File: src/rtl/jtbubl_pkg.sv
// Shared types and widths for the ROM request slots.
package jtbubl_pkg;
  localparam int SDRAM_AW = 22;
  localparam int LINE_W   = 32;

  typedef enum logic [1:0] {IDLE, REQ, WAIT} state_t;
endpackage

File: src/rtl/jtbubl_romrq_if.sv
// Client + arbiter bus of one ROM request slot.
interface jtbubl_romrq_if
  import jtbubl_pkg::*;
#(
  parameter int AW = 18,
  parameter int DW = 8
);
  logic                clr;
  logic                cs;
  logic [AW-1:0]       addr;
  logic [DW-1:0]       dout;
  logic                data_ok;
  logic                req;
  logic [SDRAM_AW-1:0] req_addr;
  logic                we;
  logic                data_rdy;
  logic [LINE_W-1:0]   din;

  modport slave (
    input  clr, cs, addr, we, data_rdy, din,
    output dout, data_ok, req, req_addr
  );

  modport master (
    output clr, cs, addr, we, data_rdy, din,
    input  dout, data_ok, req, req_addr
  );
endinterface

File: src/rtl/jtbubl_romrq_line.sv
// One cache entry: tag, valid flag and a 32-bit SDRAM word, with hit compare.
module jtbubl_romrq_line
  import jtbubl_pkg::*;
#(
  parameter int TW = 16
) (
  input  logic              clk,
  input  logic              rst_n,
  input  logic              clr,
  input  logic              wr,
  input  logic [TW-1:0]     wtag,
  input  logic [LINE_W-1:0] wdata,
  input  logic [TW-1:0]     cmp_tag,
  output logic              hit,
  output logic [LINE_W-1:0] data
);
  logic          valid;
  logic [TW-1:0] tag;

  // clr beats a same-edge write so a download never leaves stale lines
  always_ff @(posedge clk or negedge rst_n) begin
    if (!rst_n) begin
      valid <= 1'b0;
      tag   <= '0;
      data  <= '0;
    end else if (clr) begin
      valid <= 1'b0;
    end else if (wr) begin
      valid <= 1'b1;
      tag   <= wtag;
      data  <= wdata;
    end
  end

  assign hit = valid && (tag == cmp_tag);
endmodule

File: src/rtl/jtbubl_romrq.sv
// ROM read slot: 2-entry line cache in front of the SDRAM arbiter.
module jtbubl_romrq
  import jtbubl_pkg::*;
#(
  parameter int                  AW     = 18,
  parameter int                  DW     = 8,
  parameter logic [SDRAM_AW-1:0] OFFSET = '0
) (
  input logic            clk,
  input logic            rst_n,
  jtbubl_romrq_if.slave  bus
);
  localparam int SW = $clog2(LINE_W / DW);
  localparam int TW = AW - SW;

  state_t                 st, st_nxt;
  logic [TW-1:0]          addr_tag, pend_tag;
  logic                   discard, victim;
  logic [1:0]             hit;
  logic [1:0][LINE_W-1:0] ldata;
  logic                   hit_any, hit_idx, hit_now;
  logic                   fill, wr_en, wsel;
  logic [LINE_W-1:0]      word;

  assign addr_tag = bus.addr[AW-1:SW];
  assign hit_any  = |hit;
  assign hit_idx  = hit[1];
  assign hit_now  = bus.cs && !bus.clr && hit_any;
  assign fill     = (st == WAIT) && bus.we && bus.data_rdy;
  assign wr_en    = fill && !discard && !bus.clr;
  // never overwrite the entry the client is reading this cycle
  assign wsel     = hit_now ? ~hit_idx : victim;

  for (genvar i = 0; i < 2; i++) begin : g_line
    jtbubl_romrq_line #(.TW(TW)) u_line (
      .clk     (clk),
      .rst_n   (rst_n),
      .clr     (bus.clr),
      .wr      (wr_en && (wsel == 1'(i))),
      .wtag    (pend_tag),
      .wdata   (bus.din),
      .cmp_tag (addr_tag),
      .hit     (hit[i]),
      .data    (ldata[i])
    );
  end

  always_ff @(posedge clk or negedge rst_n) begin
    if (!rst_n) st <= IDLE;
    else        st <= st_nxt;
  end

  always_comb begin
    st_nxt = st;
    case (st)
      IDLE:    if (bus.cs && !bus.clr && !hit_any) st_nxt = REQ;
      REQ:     if (bus.we)                         st_nxt = WAIT;
      WAIT:    if (bus.we && bus.data_rdy)         st_nxt = IDLE;
      default: st_nxt = IDLE;
    endcase
  end

  // discard marks a fill whose contents were invalidated by clr mid-flight
  always_ff @(posedge clk or negedge rst_n) begin
    if (!rst_n) begin
      pend_tag <= '0;
      discard  <= 1'b0;
      victim   <= 1'b0;
    end else begin
      if (st == IDLE && st_nxt == REQ) begin
        pend_tag <= addr_tag;
        discard  <= 1'b0;
      end else if (bus.clr && st != IDLE) begin
        discard  <= 1'b1;
      end
      if (wr_en)        victim <= ~wsel;
      else if (hit_now) victim <= ~hit_idx;
    end
  end

  assign bus.req      = (st == REQ);
  assign bus.req_addr = OFFSET + SDRAM_AW'({pend_tag, 1'b0});
  assign bus.data_ok  = hit_now;
  assign word         = hit[1] ? ldata[1] : ldata[0];

  if (SW == 0) begin : g_full
    assign bus.dout = bus.data_ok ? word[DW-1:0] : '0;
  end else begin : g_sub
    logic [SW-1:0] sub;
    assign sub      = bus.addr[SW-1:0];
    assign bus.dout = bus.data_ok ? word[DW*32'(sub) +: DW] : '0;
  end
endmodule

File: src/flat_wrapper.sv
// flat-port wrapper written by rule: the top's interface ports become plain ports
module jtbubl_romrq_flat import jtbubl_pkg::*;
#(
  parameter int                  AW     = 18,
  parameter int                  DW     = 8,
  parameter logic [SDRAM_AW-1:0] OFFSET = '0
)
  (clk, rst_n, bus_clr, bus_cs, bus_addr, bus_we, bus_data_rdy, bus_din, bus_dout, bus_data_ok, bus_req, bus_req_addr);
  jtbubl_romrq_if #(.AW(AW), .DW(DW)) bus_i ();
  input logic clk;
  input logic rst_n;
  input wire logic [$bits(bus_i.clr)-1:0] bus_clr;
  input wire logic [$bits(bus_i.cs)-1:0] bus_cs;
  input wire logic [$bits(bus_i.addr)-1:0] bus_addr;
  input wire logic [$bits(bus_i.we)-1:0] bus_we;
  input wire logic [$bits(bus_i.data_rdy)-1:0] bus_data_rdy;
  input wire logic [$bits(bus_i.din)-1:0] bus_din;
  output wire logic [$bits(bus_i.dout)-1:0] bus_dout;
  output wire logic [$bits(bus_i.data_ok)-1:0] bus_data_ok;
  output wire logic [$bits(bus_i.req)-1:0] bus_req;
  output wire logic [$bits(bus_i.req_addr)-1:0] bus_req_addr;
  assign bus_i.clr = bus_clr;
  assign bus_i.cs = bus_cs;
  assign bus_i.addr = bus_addr;
  assign bus_i.we = bus_we;
  assign bus_i.data_rdy = bus_data_rdy;
  assign bus_i.din = bus_din;
  assign bus_dout = bus_i.dout;
  assign bus_data_ok = bus_i.data_ok;
  assign bus_req = bus_i.req;
  assign bus_req_addr = bus_i.req_addr;
  jtbubl_romrq #(.AW(AW), .DW(DW), .OFFSET(OFFSET)) u_core (.clk(clk), .rst_n(rst_n), .bus(bus_i));
endmodule
File: config.mk
export PLATFORM = sky130hd
export DESIGN_NAME = jtbubl_romrq_flat
export DESIGN_NICKNAME = d
export VERILOG_FILES = /design/src/rtl/jtbubl_pkg.sv /design/src/rtl/jtbubl_romrq_if.sv /design/src/rtl/jtbubl_romrq_line.sv /design/src/rtl/jtbubl_romrq.sv /design/src/flat_wrapper.sv
export SDC_FILE = /design/constraint.sdc
export NUM_CORES = 1
export LEC_CHECK = 0
export CORE_ASPECT_RATIO = 0.8
export CORE_MARGIN = 4
export CORE_UTILIZATION = 54
export DETAILED_ROUTE_END_ITERATION = 12
export PLACE_DENSITY = 0.76
export SYNTH_ARGS = -nofsm -noshare
export SYNTH_HDL_FRONTEND = slang
export SYNTH_HIERARCHICAL = 1
export SYNTH_SLANG_ARGS = --single-unit
File: constraint.sdc
create_clock -name clk -period 3.2 [get_ports clk]
set_input_delay 0.32 -clock clk [delete_from_list [all_inputs] [get_ports clk]]
set_output_delay 0.32 -clock clk [all_outputs]
set_load 0.02 [all_outputs]
==> out/metrics.yaml <==
cts_tree: "built"
grt_pass1_vias: 3832
critical_path_class: "reg -> out"
stdcell_count: 642
grt_usage_pct: 22.8
arrival_ns: 2.93
finClkSkew_ns: 0.00690
nets: 551
cts.sinks: 118
clock-root-buffer: "clkbuf_16"
clk_latency_ns: 0.40
numCtsBuffers: 17
dp_slack_ns: -0.445
setup_viol: 7
ctsLongestPathBuffers: 2
setup_tns_ns: -0.216
drtPass1Iterations: 4
cp_top_family: "simple AND/OR/NAND/NOR gates"
routedWlPerCell_microns: 19.7
violations: "hold timing, setup timing"
areaGrowthSynthToFinish_pct: 36.6
overflow: 0
dpl.hpwl_microns: 8020
rsz0062_at_grt: "yes"
worst-path-buf-inv: 5
start_kind: "flip-flop"
chipWidth_microns: 121
fin_util_pct: 76.8
worst_ir_drop_vdd_mv: 0.462
synth_cell_types: 36
hold_viol: 10
io_buffer_count: 81
cpPeakStageDelay_ns: 0.51
grt_max_degree: 119
via_count: 3440
yosysSeqAreaShare_pct: 53.8
finalPower_w: 0.00577
htreeDepth: 4
syn_avg_cell_area_sq_um: 15.0
antenna_found_initial: 0
synth-seq-cells: 118
gp_congestion: 0.855
postRouteWirelength_microns: 12600
maxSlewHeadroom_pct: 55.9
viasPerCell: 5.36
final_layout_size_suffix_gt1_share_pct: 44.9
tightest_slew_ns: 0.661
yosysWarnings: 6
io_pins: 88
hp-class: "in -> async"
fin_crit_sh_pct: 101
drc: 0
powerDensity_mw_per_mm2: 768
max-cap-violations: 0
slowest_stage: "mux4_2"
rows: 32
syn_area_sq_mm: 0.00549
fin_ws_ns: -0.0467
path_max_fanout: 5
core-area_sq_mm: 0.00977
diodes: 0
min_period_ns: 3.25
fp.dieArea_sq_mm: 0.0119
start_util_pct: 56.2
whs_ns: -0.0542
grt_pass1_wl_microns: 20500
p_leak_nw: 3.47
dp_cells: 598
end_kind: "output port"
die_h_microns: 98.2
run_status: "finished, violations left"
slew_violations: 0
first_iter_violations: 267
crit_chain: "xor2_2 -> nor4_2 -> nand4_1 -> nor4_4 -> buf_6 -> buf_12 -> buf_12 -> mux4_2 -> inv_2 -> o22ai_2 -> buf_6"
max_freq_ghz: 0.308
ant_nets: 0
required_ns: 2.88
syn_inst: 366
clkSlewWorstSetupHoldPaths_ns: 0.05
-- final timing paths --
path | start | end | slack (ns) | depth (start not counted)
setup / recovery | u_core/g_line[1].u_line/tag[6] | bus_dout[6] | -0.05 | 11
hold / removal | rst_n | u_core/g_line[1].u_line/tag[3] | -0.05 | 2
setup reg to reg | u_core/g_line[1].u_line/tag[6] | u_core/g_line[0].u_line/data[17] | 0.21 | 13
hold reg to reg | u_core/g_line[0].u_line/valid | u_core/g_line[0].u_line/valid | 0.50 | 2
max in group asynchronous | rst_n | u_core/g_line[1].u_line/data[0] | 2.72 | 2
min in group clk | bus_addr[8] | u_core/pend_tag[6] | 0.38 | 3
-- cell type report --
cell class,instances,area [sq um]
inverters,17,63.8
multi-input cells,214,2370
clock buffers,22,464
repair buffers,125,1300
flip-flops and latches,118,2950
clock inverters,10,175
fillers,594,2270
well taps,136,170
-- cell usage after synthesis (all sizes together) --
library cell / count / area share [%]
o21ai: 1 / 0.091
o22ai: 8 / 0.91
a21o: 1 / 0.14
nand4: 6 / 0.68
a22o: 1 / 0.16
inv: 17 / 1.2
a21oi: 4 / 0.36
mux2: 112 / 24
clkbuf: 1 / 0.068
nand2: 2 / 0.14
ha: 2 / 0.46
xnor2: 24 / 3.8
nand3: 2 / 0.41
nor2b: 2 / 0.32
mux4: 16 / 7.0
nand3b: 1 / 0.14
nor4: 4 / 0.68
and2b: 1 / 0.16
or3: 1 / 0.11
o31ai: 1 / 0.14
dfrtp: 118 / 54
nor3b: 1 / 0.14
nor2: 8 / 0.59
nand2b: 2 / 0.23
xor2: 8 / 1.3
buf: 21 / 3.4
conb: 1 / 0.068
-- kinds of logic (layout without fill, tap and decap cells) --
family          after synthesis  after routing  share of synthesized area [%]
fa+ha+maj                     2              2                          0.456
compound gates               16             16                           1.80
other cells                   1              6                         0.0683
xor+xnor                     32             32                           5.10
simple gates                 30             30                           3.60
flops                       118            118                           53.8
buf+inv                      39            174                           4.60
mux                         128            128                           30.6
-- timing repair --
item | 4_1_cts | 5_1_grt
gates cloned | 2 | 0
gates resized for setup | 44 | 29
endpoints found under the setup margin | 9 | 88
pin swaps | 3 | 4
hold buffers | 0 | 0
buffers inserted | 5 | 6
-- routing by layer --
layer,vias to the layer above,track usage (%),part of all wire [%]
li1,1562,-,-
met1,1782,31.0,45
met2,82,35.9,49
met3,14,6.14,4.5
met4,0,8.01,1.4
met5,-,0,0
-- placed cells by master (no fill, tap or decap), types with 2 or more instances in the layout --
cell type and instances:
mux2_1 5, nor4_4 2, mux4_1 3, mux2_2 98
clkbuf_16 17, nand2_1 2, xnor2_1 24, a21oi_1 4
dfrtp_1 118, ha_1 2, mux4_2 13, o22ai_1 2
mux2_4 9, buf_12 11, inv_1 8, clkbuf_1 3
bufinv_16 5, clkbuf_8 2, o22ai_2 6, nor2b_4 2
clkdlybuf4s50_1 70, buf_6 8, conb_1 6, xor2_1 7
nand2b_1 2, nand4_1 6, buf_2 2, clkinv_2 5
buf_4 31, inv_2 9, nor2_1 7
-- metrics by stage --
stage | hold WS (ns) | cell area [sq um]
floorplan | 0.0244 | 5510
detailed placement | 0.468 | 6690
global placement | 0.456 | 6690
global route | 0.0544 | 7500
CTS | 0.0319 | 7400
finish | -0.0542 | 7500
-- flip-flops by register name, summed over array words and instances (netlist names) --
| name | count |
|---|---|
| u_core/g_line.u_line/data | 64 |
| u_core/g_line.u_line/tag | 32 |
| u_core/pend_tag | 16 |
| u_core/g_line.u_line/valid | 2 |
| u_core/st | 2 |
| u_core/discard | 1 |
| u_core/victim | 1 |
-- worst register-to-register path: stages (launching register included) --
cell     delay [ns]
dfrtp_1        0.40
xor2_2         0.16
nor4_2         0.29
nand4_1        0.20
nor4_4         0.26
buf_6          0.17
buf_6          0.16
buf_4          0.13
a21o_1         0.11
ha_1           0.16
nor2b_4        0.18
buf_4          0.13
buf_12         0.16
mux2_2         0.36
-- report_power, final --
part / switching [W] / leakage (nW) / total, W / internal (W)
registers: 0.000335 / 1.58 / 0.00229 / 0.00195
clock network: 0.000627 / 0.318 / 0.00204 / 0.00142
logic: 0.000594 / 1.57 / 0.00144 / 0.000845
No activity file was read; power rests on OpenSTA's default activity.
